===== src/rtl/ajw_div_pkg.sv =====
// Shared types and constants for the iterative RV32M divider.
package ajw_div_pkg;

    localparam int unsigned DIV_XLEN  = 32;
    localparam int unsigned DIV_CNT_W = 6;

    // Encoding matches funct3[1:0] of the M-extension divide group.
    typedef enum logic [1:0] {
        OP_DIV  = 2'b00,
        OP_DIVU = 2'b01,
        OP_REM  = 2'b10,
        OP_REMU = 2'b11
    } div_op_e;

    typedef enum logic [1:0] {
        ST_IDLE = 2'b00,
        ST_CALC = 2'b01,
        ST_DONE = 2'b10
    } div_state_e;

    // DIV and REM treat operands as two's complement.
    function automatic logic op_is_signed(input div_op_e op);
        return ~op[0];
    endfunction

    // REM/REMU return the remainder instead of the quotient.
    function automatic logic op_is_rem(input div_op_e op);
        return op[1];
    endfunction

endpackage


===== src/rtl/ajw_32bit_div_unit_step.sv =====
// One restoring-division step: shift in the next dividend bit, trial-subtract the divisor.
module ajw_div_step
    import ajw_div_pkg::*;
(
    input  logic [DIV_XLEN-1:0] rem_i,
    input  logic                dvd_msb_i,
    input  logic [DIV_XLEN-1:0] dvs_i,
    output logic [DIV_XLEN-1:0] rem_o,
    output logic                qbit_o
);

    logic [DIV_XLEN-1:0] shifted;
    logic [DIV_XLEN:0]   trial;

    // The bit shifted out of rem is kept in the decision: when set, the shifted
    // value is at least 2^32 and therefore always exceeds the divisor, and the
    // low 32 bits of the 33-bit trial are still the correct difference.
    always_comb begin
        shifted = {rem_i[DIV_XLEN-2:0], dvd_msb_i};
        trial   = {1'b0, shifted} - {1'b0, dvs_i};
        qbit_o  = rem_i[DIV_XLEN-1] | ~trial[DIV_XLEN];
        rem_o   = qbit_o ? trial[DIV_XLEN-1:0] : shifted;
    end

endmodule


===== src/rtl/ajw_32bit_div_unit.sv =====
// Iterative radix-2 restoring divider for RV32M DIV/DIVU/REM/REMU.
module ajw_32bit_div_unit
    import ajw_div_pkg::*;
#(
    parameter int unsigned XLEN  = DIV_XLEN,
    parameter int unsigned CNT_W = DIV_CNT_W
) (
    input  logic            clk_i,
    input  logic            rst_i,
    input  logic            in_valid_i,
    output logic            in_ready_o,
    input  logic [1:0]      op_i,
    input  logic [XLEN-1:0] opX_i,
    input  logic [XLEN-1:0] opY_i,
    input  logic            flush_i,
    output logic            out_valid_o,
    input  logic            out_ready_i,
    output logic [XLEN-1:0] result_o,
    output logic            dbz_o
);

    div_state_e      state;
    logic [XLEN-1:0] rem;
    logic [XLEN-1:0] dvd;
    logic [XLEN-1:0] dvs;
    logic [CNT_W-1:0] cnt;
    logic            is_rem;
    logic            q_neg;
    logic            r_neg;

    div_op_e         in_op;
    logic            in_signed;
    logic            x_neg;
    logic            y_neg;
    logic [XLEN-1:0] abs_x;
    logic [XLEN-1:0] abs_y;
    logic            div_zero;
    logic            overflow;

    logic [XLEN-1:0] step_rem;
    logic            step_qbit;
    logic [XLEN-1:0] final_q;
    logic [XLEN-1:0] fixed_q;
    logic [XLEN-1:0] fixed_r;

    // Operand preparation at accept: magnitudes, signs and fast-path detection.
    always_comb begin
        in_op     = div_op_e'(op_i);
        in_signed = op_is_signed(in_op);
        x_neg     = in_signed & opX_i[XLEN-1];
        y_neg     = in_signed & opY_i[XLEN-1];
        abs_x     = x_neg ? (~opX_i + 1'b1) : opX_i;
        abs_y     = y_neg ? (~opY_i + 1'b1) : opY_i;
        div_zero  = (opY_i == '0);
        overflow  = in_signed & (opX_i == {1'b1, {(XLEN-1){1'b0}}}) & (opY_i == '1);
    end

    ajw_div_step u_step (
        .rem_i     (rem),
        .dvd_msb_i (dvd[XLEN-1]),
        .dvs_i     (dvs),
        .rem_o     (step_rem),
        .qbit_o    (step_qbit)
    );

    // Sign correction applied to the outcome of the final iteration.
    always_comb begin
        final_q = {dvd[XLEN-2:0], step_qbit};
        fixed_q = q_neg ? (~final_q + 1'b1) : final_q;
        fixed_r = r_neg ? (~step_rem + 1'b1) : step_rem;
    end

    // Control FSM and datapath registers; all outputs are registered here.
    always_ff @(posedge clk_i) begin
        if (rst_i) begin
            state       <= ST_IDLE;
            in_ready_o  <= 1'b1;
            out_valid_o <= 1'b0;
            result_o    <= '0;
            dbz_o       <= 1'b0;
            cnt         <= '0;
            rem         <= '0;
            dvd         <= '0;
            dvs         <= '0;
            is_rem      <= 1'b0;
            q_neg       <= 1'b0;
            r_neg       <= 1'b0;
        end else if (flush_i) begin
            state       <= ST_IDLE;
            in_ready_o  <= 1'b1;
            out_valid_o <= 1'b0;
            cnt         <= '0;
        end else begin
            case (state)
                ST_IDLE: begin
                    if (in_valid_i) begin
                        is_rem     <= op_is_rem(in_op);
                        q_neg      <= x_neg ^ y_neg;
                        r_neg      <= x_neg;
                        in_ready_o <= 1'b0;
                        if (div_zero) begin
                            state       <= ST_DONE;
                            out_valid_o <= 1'b1;
                            dbz_o       <= 1'b1;
                            result_o    <= op_is_rem(in_op) ? opX_i : '1;
                        end else if (overflow) begin
                            state       <= ST_DONE;
                            out_valid_o <= 1'b1;
                            dbz_o       <= 1'b0;
                            result_o    <= op_is_rem(in_op) ? '0 : {1'b1, {(XLEN-1){1'b0}}};
                        end else begin
                            state <= ST_CALC;
                            rem   <= '0;
                            dvd   <= abs_x;
                            dvs   <= abs_y;
                            cnt   <= CNT_W'(XLEN);
                        end
                    end
                end
                ST_CALC: begin
                    rem <= step_rem;
                    dvd <= {dvd[XLEN-2:0], step_qbit};
                    cnt <= cnt - 1'b1;
                    if (cnt == CNT_W'(1)) begin
                        state       <= ST_DONE;
                        out_valid_o <= 1'b1;
                        dbz_o       <= 1'b0;
                        result_o    <= is_rem ? fixed_r : fixed_q;
                    end
                end
                ST_DONE: begin
                    if (out_ready_i) begin
                        state       <= ST_IDLE;
                        out_valid_o <= 1'b0;
                        in_ready_o  <= 1'b1;
                    end
                end
                default: begin
                    state       <= ST_IDLE;
                    in_ready_o  <= 1'b1;
                    out_valid_o <= 1'b0;
                end
            endcase
        end
    end

endmodule


===== config.mk =====
export PLATFORM = sky130hd
export DESIGN_NAME = ajw_32bit_div_unit
export DESIGN_NICKNAME = d
export VERILOG_FILES = /design/src/rtl/ajw_div_pkg.sv /design/src/rtl/ajw_32bit_div_unit_step.sv /design/src/rtl/ajw_32bit_div_unit.sv
export SDC_FILE = /design/constraint.sdc
export NUM_CORES = 1
export LEC_CHECK = 0
export CORE_MARGIN = 10
export CORE_UTILIZATION = 55
export CTS_BUF_LIST = sky130_fd_sc_hd__clkbuf_4 sky130_fd_sc_hd__clkbuf_8
export DETAILED_ROUTE_END_ITERATION = 10
export PLACE_DENSITY = 0.84
export SLEW_MARGIN = 10
export SYNTH_ARGS = -nofsm -noshare
export SYNTH_HDL_FRONTEND = slang
export SYNTH_SLANG_ARGS = --single-unit

===== constraint.sdc =====
create_clock -name clk_i -period 8.2 [get_ports clk_i]
set_input_delay 0.82 -clock clk_i [delete_from_list [all_inputs] [get_ports clk_i]]
set_output_delay 0.82 -clock clk_i [all_outputs]
set_load 0.05 [all_outputs]

==> impl_metrics.tcl <==
set metrics [dict create \
    fp.dieW_um 167 \
    synth_edf_count 0 \
    yosys_warnings 0 \
    syn_area_per_cell_um2 7.24 \
    p_total_w 0.00190 \
    critPathMaxStageDelay_ps 580 \
    ys_seq_area_frac 0.240 \
    clockRootBuffer "clkbuf_8" \
    whs_path_depth 2 \
    tns_ps 0 \
    setup_violations 0 \
    p_leak_nw 4.91 \
    hold_path.class "reg2reg" \
    power_density_mw_per_mm2 143 \
    r2r_slack_ps 2470 \
    dr.pass1.iters 6 \
    finalWirelength_um 39200 \
    critPathBufInv 3 \
    first_global_vias 11500 \
    port_buffers 105 \
    sequentialPowerShare 0.394 \
    fp.dieArea_mm2 0.0278 \
    r2r-start "dvs[27]" \
    cp.required_ps 8540 \
    ant_nets 0 \
    synthTopCellsByArea "dfxtp_1 24%, nor2_1 8.6%, a21oi_1 5.7%, a211oi_1 4.8%, xor2_1 4.7%" \
    path_delay_family "simple AND/OR/NAND/NOR gates" \
    numClockSinks 142 \
    drc 0 \
    p_int_w 0.00118 \
    path_class "reg2reg" \
    worstSetupStartpointType "flop" \
    htreeDepth 4 \
    rsz0062_at_grt "false" \
    max_slew_margin 0.205 \
    gp_congestion 1.00 \
    synth_top_area_share 0.240 \
    insertion_delay_ps 480 \
    pwr-share-comb 0.292 \
    ys_ff_latch 142 \
    cts_tree "yes" \
    cp_num_cells 19 \
    cp_slowest_cell "or2_2" \
    dp_hpwl_um 29600 \
    cp_cell_sequence "inv_1 -> ha_1 -> a21oi_1 -> o211ai_1 -> nor3_1 -> a211oi_1 -> or2_2 -> buf_4 -> inv_4 -> ha_1 -> or3b_2 -> or2_1 -> or3b_2 -> or3_1 -> o31ai_1 -> xor2_1 -> o22ai_1 -> nand4_1 -> a31oi_1" \
    fin_skew_ps 24.9 \
    antenna_found_initial 0 \
    synthArstFlopShare 0 \
    arrival_ps 6070 \
    synthDistinctLibCells 95 \
    synth.largest_area_cell "dfxtp_1" \
    drv_cap 0 \
    diodes 0 \
    switchingPower_w 0.000722 \
    yosysMostFrequentCell "nor2_1" \
    grt_util_all_layers 0.265 \
    clockPowerShare 0.314 \
    drive_above_1_share 0.0529 \
    area_growth_pct 12.3 \
    p_sw_frac 0.379 \
    vias_per_cell 6.45 \
    rows 53 \
    r2r_cells 19 \
    grt_pass1_wl_um 61600 \
    layout_min_cycle_time_ps 5730 \
    routedWlPerCell_um 20.0 \
    drt_iter0_markers 1484 \
    io_pins 106 \
    hold_start "out_valid_o" \
    postCtsSetupBuffers 0 \
    crit_fanout 41 \
    cts_resized 0 \
    via_count 12600 \
    grt_overflow 0 \
    grt_max_degree 97 \
    fmax_mhz 175 \
    finalHoldViolCount 0 \
    cts_buffers 17 \
    synthTopCellsByCount "273 x nor2_1, 142 x dfxtp_1, 136 x a21oi_1" \
    syn-num-nets 1750 \
    clkTransAtPathRegs_ps 100 \
    vdd_drop_max_mv 0.0872 \
    drv_slew 0 \
    critPathLaunch "dvs[27]" \
    synth-main-ff-cell "dfxtp_1" \
    initial_core_util 0.561 \
    syn_area_mm2 0.0119 \
    worstMarginPinSlew_ps 1180 \
    die_h_um 167 \
    cp-end-kind "flop" \
    syn_inst 1639 \
    finalNetCount 1782 \
    timing.final.crit_share 0.699 \
    cts_buffer_depth 2 \
    status "complete, no violations" \
    core_area_mm2 0.0212 \
    ctsHoldBuffers 0 \
]
## through the flow
| step | utilization | hold WS (ps) | std cells | instance area [um^2] | setup slack [ps] |
|---|---|---|---|---|---|
| final | 0.630 | 448 | 1959 | 13300 | 2470 |
| after global routing | 0.630 | 492 | 1959 | 13300 | 2140 |
| after CTS | 0.630 | 451 | 1959 | 13300 | 2550 |
| after detailed placement | 0.610 | 436 | 1927 | 12900 | 2560 |
| after global placement | 0.610 | 438 | 1927 | 12900 | 2680 |
| after floorplan | - | 446 | 1639 | 11900 | 3150 |
## kinds of logic (layout without fill, tap and decap cells)
group	after synthesis	count (layout)	share of synthesized area
buffers and inverters	170	215	0.0597
XOR/XNOR	128	128	0.0951
AO/OA/AOI/OAI	516	516	0.288
multiplexers	31	31	0.0265
adder cells (fa/ha/maj)	40	40	0.0428
flip-flops	142	142	0.240
AND/OR/NAND/NOR	612	612	0.248
## final cells by class
type / count / area, um^2
Tap cell: 275 / 344
Clock inverter: 15 / 170
Inverter: 65 / 246
Multi-Input combinational cell: 1327 / 8330
Fill cell: 1931 / 7840
Clock buffer: 17 / 234
Timing Repair Buffer: 118 / 1150
Sequential cell: 142 / 2840
## routing by layer
layer / vias up / GRT usage / wire length, um
met5: - / 0 / 0
met4: 0 / 0.0905 / 1060
met3: 87 / 0.0525 / 3880
met2: 666 / 0.419 / 17700
met1: 5862 / 0.351 / 16500
li1: 6028 / - / -
## power by group through the flow
stage	logic [W]	registers, W	clock network [W]
6_report	0.000555	0.000751	0.000597
5_1_grt	0.000604	0.000754	0.000626
4_1_cts	0.000544	0.000750	0.000601
3_5_place_dp	0.000542	0.000766	0
3_3_place_gp	0.000534	0.000764	0
2_1_floorplan	0.000372	0.000768	0
## cells in the final DEF, fill, tap and decap left out, types with 18 or more instances in the layout
cell type        count
nand2_1            104
xor2_1              64
mux2i_1             28
a22oi_1             23
a211oi_1            76
o21ai_0             97
o31ai_1             35
xnor2_1             63
o211ai_1            25
nor4_1              18
a21oi_1            136
dfxtp_1            142
or3_1               23
clkdlybuf4s50_1    104
nand3_1             20
inv_1               62
nand4_1             27
ha_1                39
nor3_1              47
nor2_1             273
## registers in the layout (all words and copies together), names as in the netlist
register / flops
cnt: 6
dbz_o: 1
dvd: 32
dvs: 32
in_ready_o: 1
is_rem: 1
out_valid_o: 1
q_neg: 1
r_neg: 1
rem: 32
result_o: 32
state: 2
## final timing paths
kind / to
hold / removal: out_valid_o
hold reg to reg: out_valid_o
setup / recovery: result_o[28]
setup reg to reg: result_o[28]
## tightest hold or removal path, cell delays in order, from the launching register on
cell and delay [ps]:
dfxtp_1 320, inv_1 50, a21oi_1 50
Note: power is estimated with default switching activity, not from simulation.
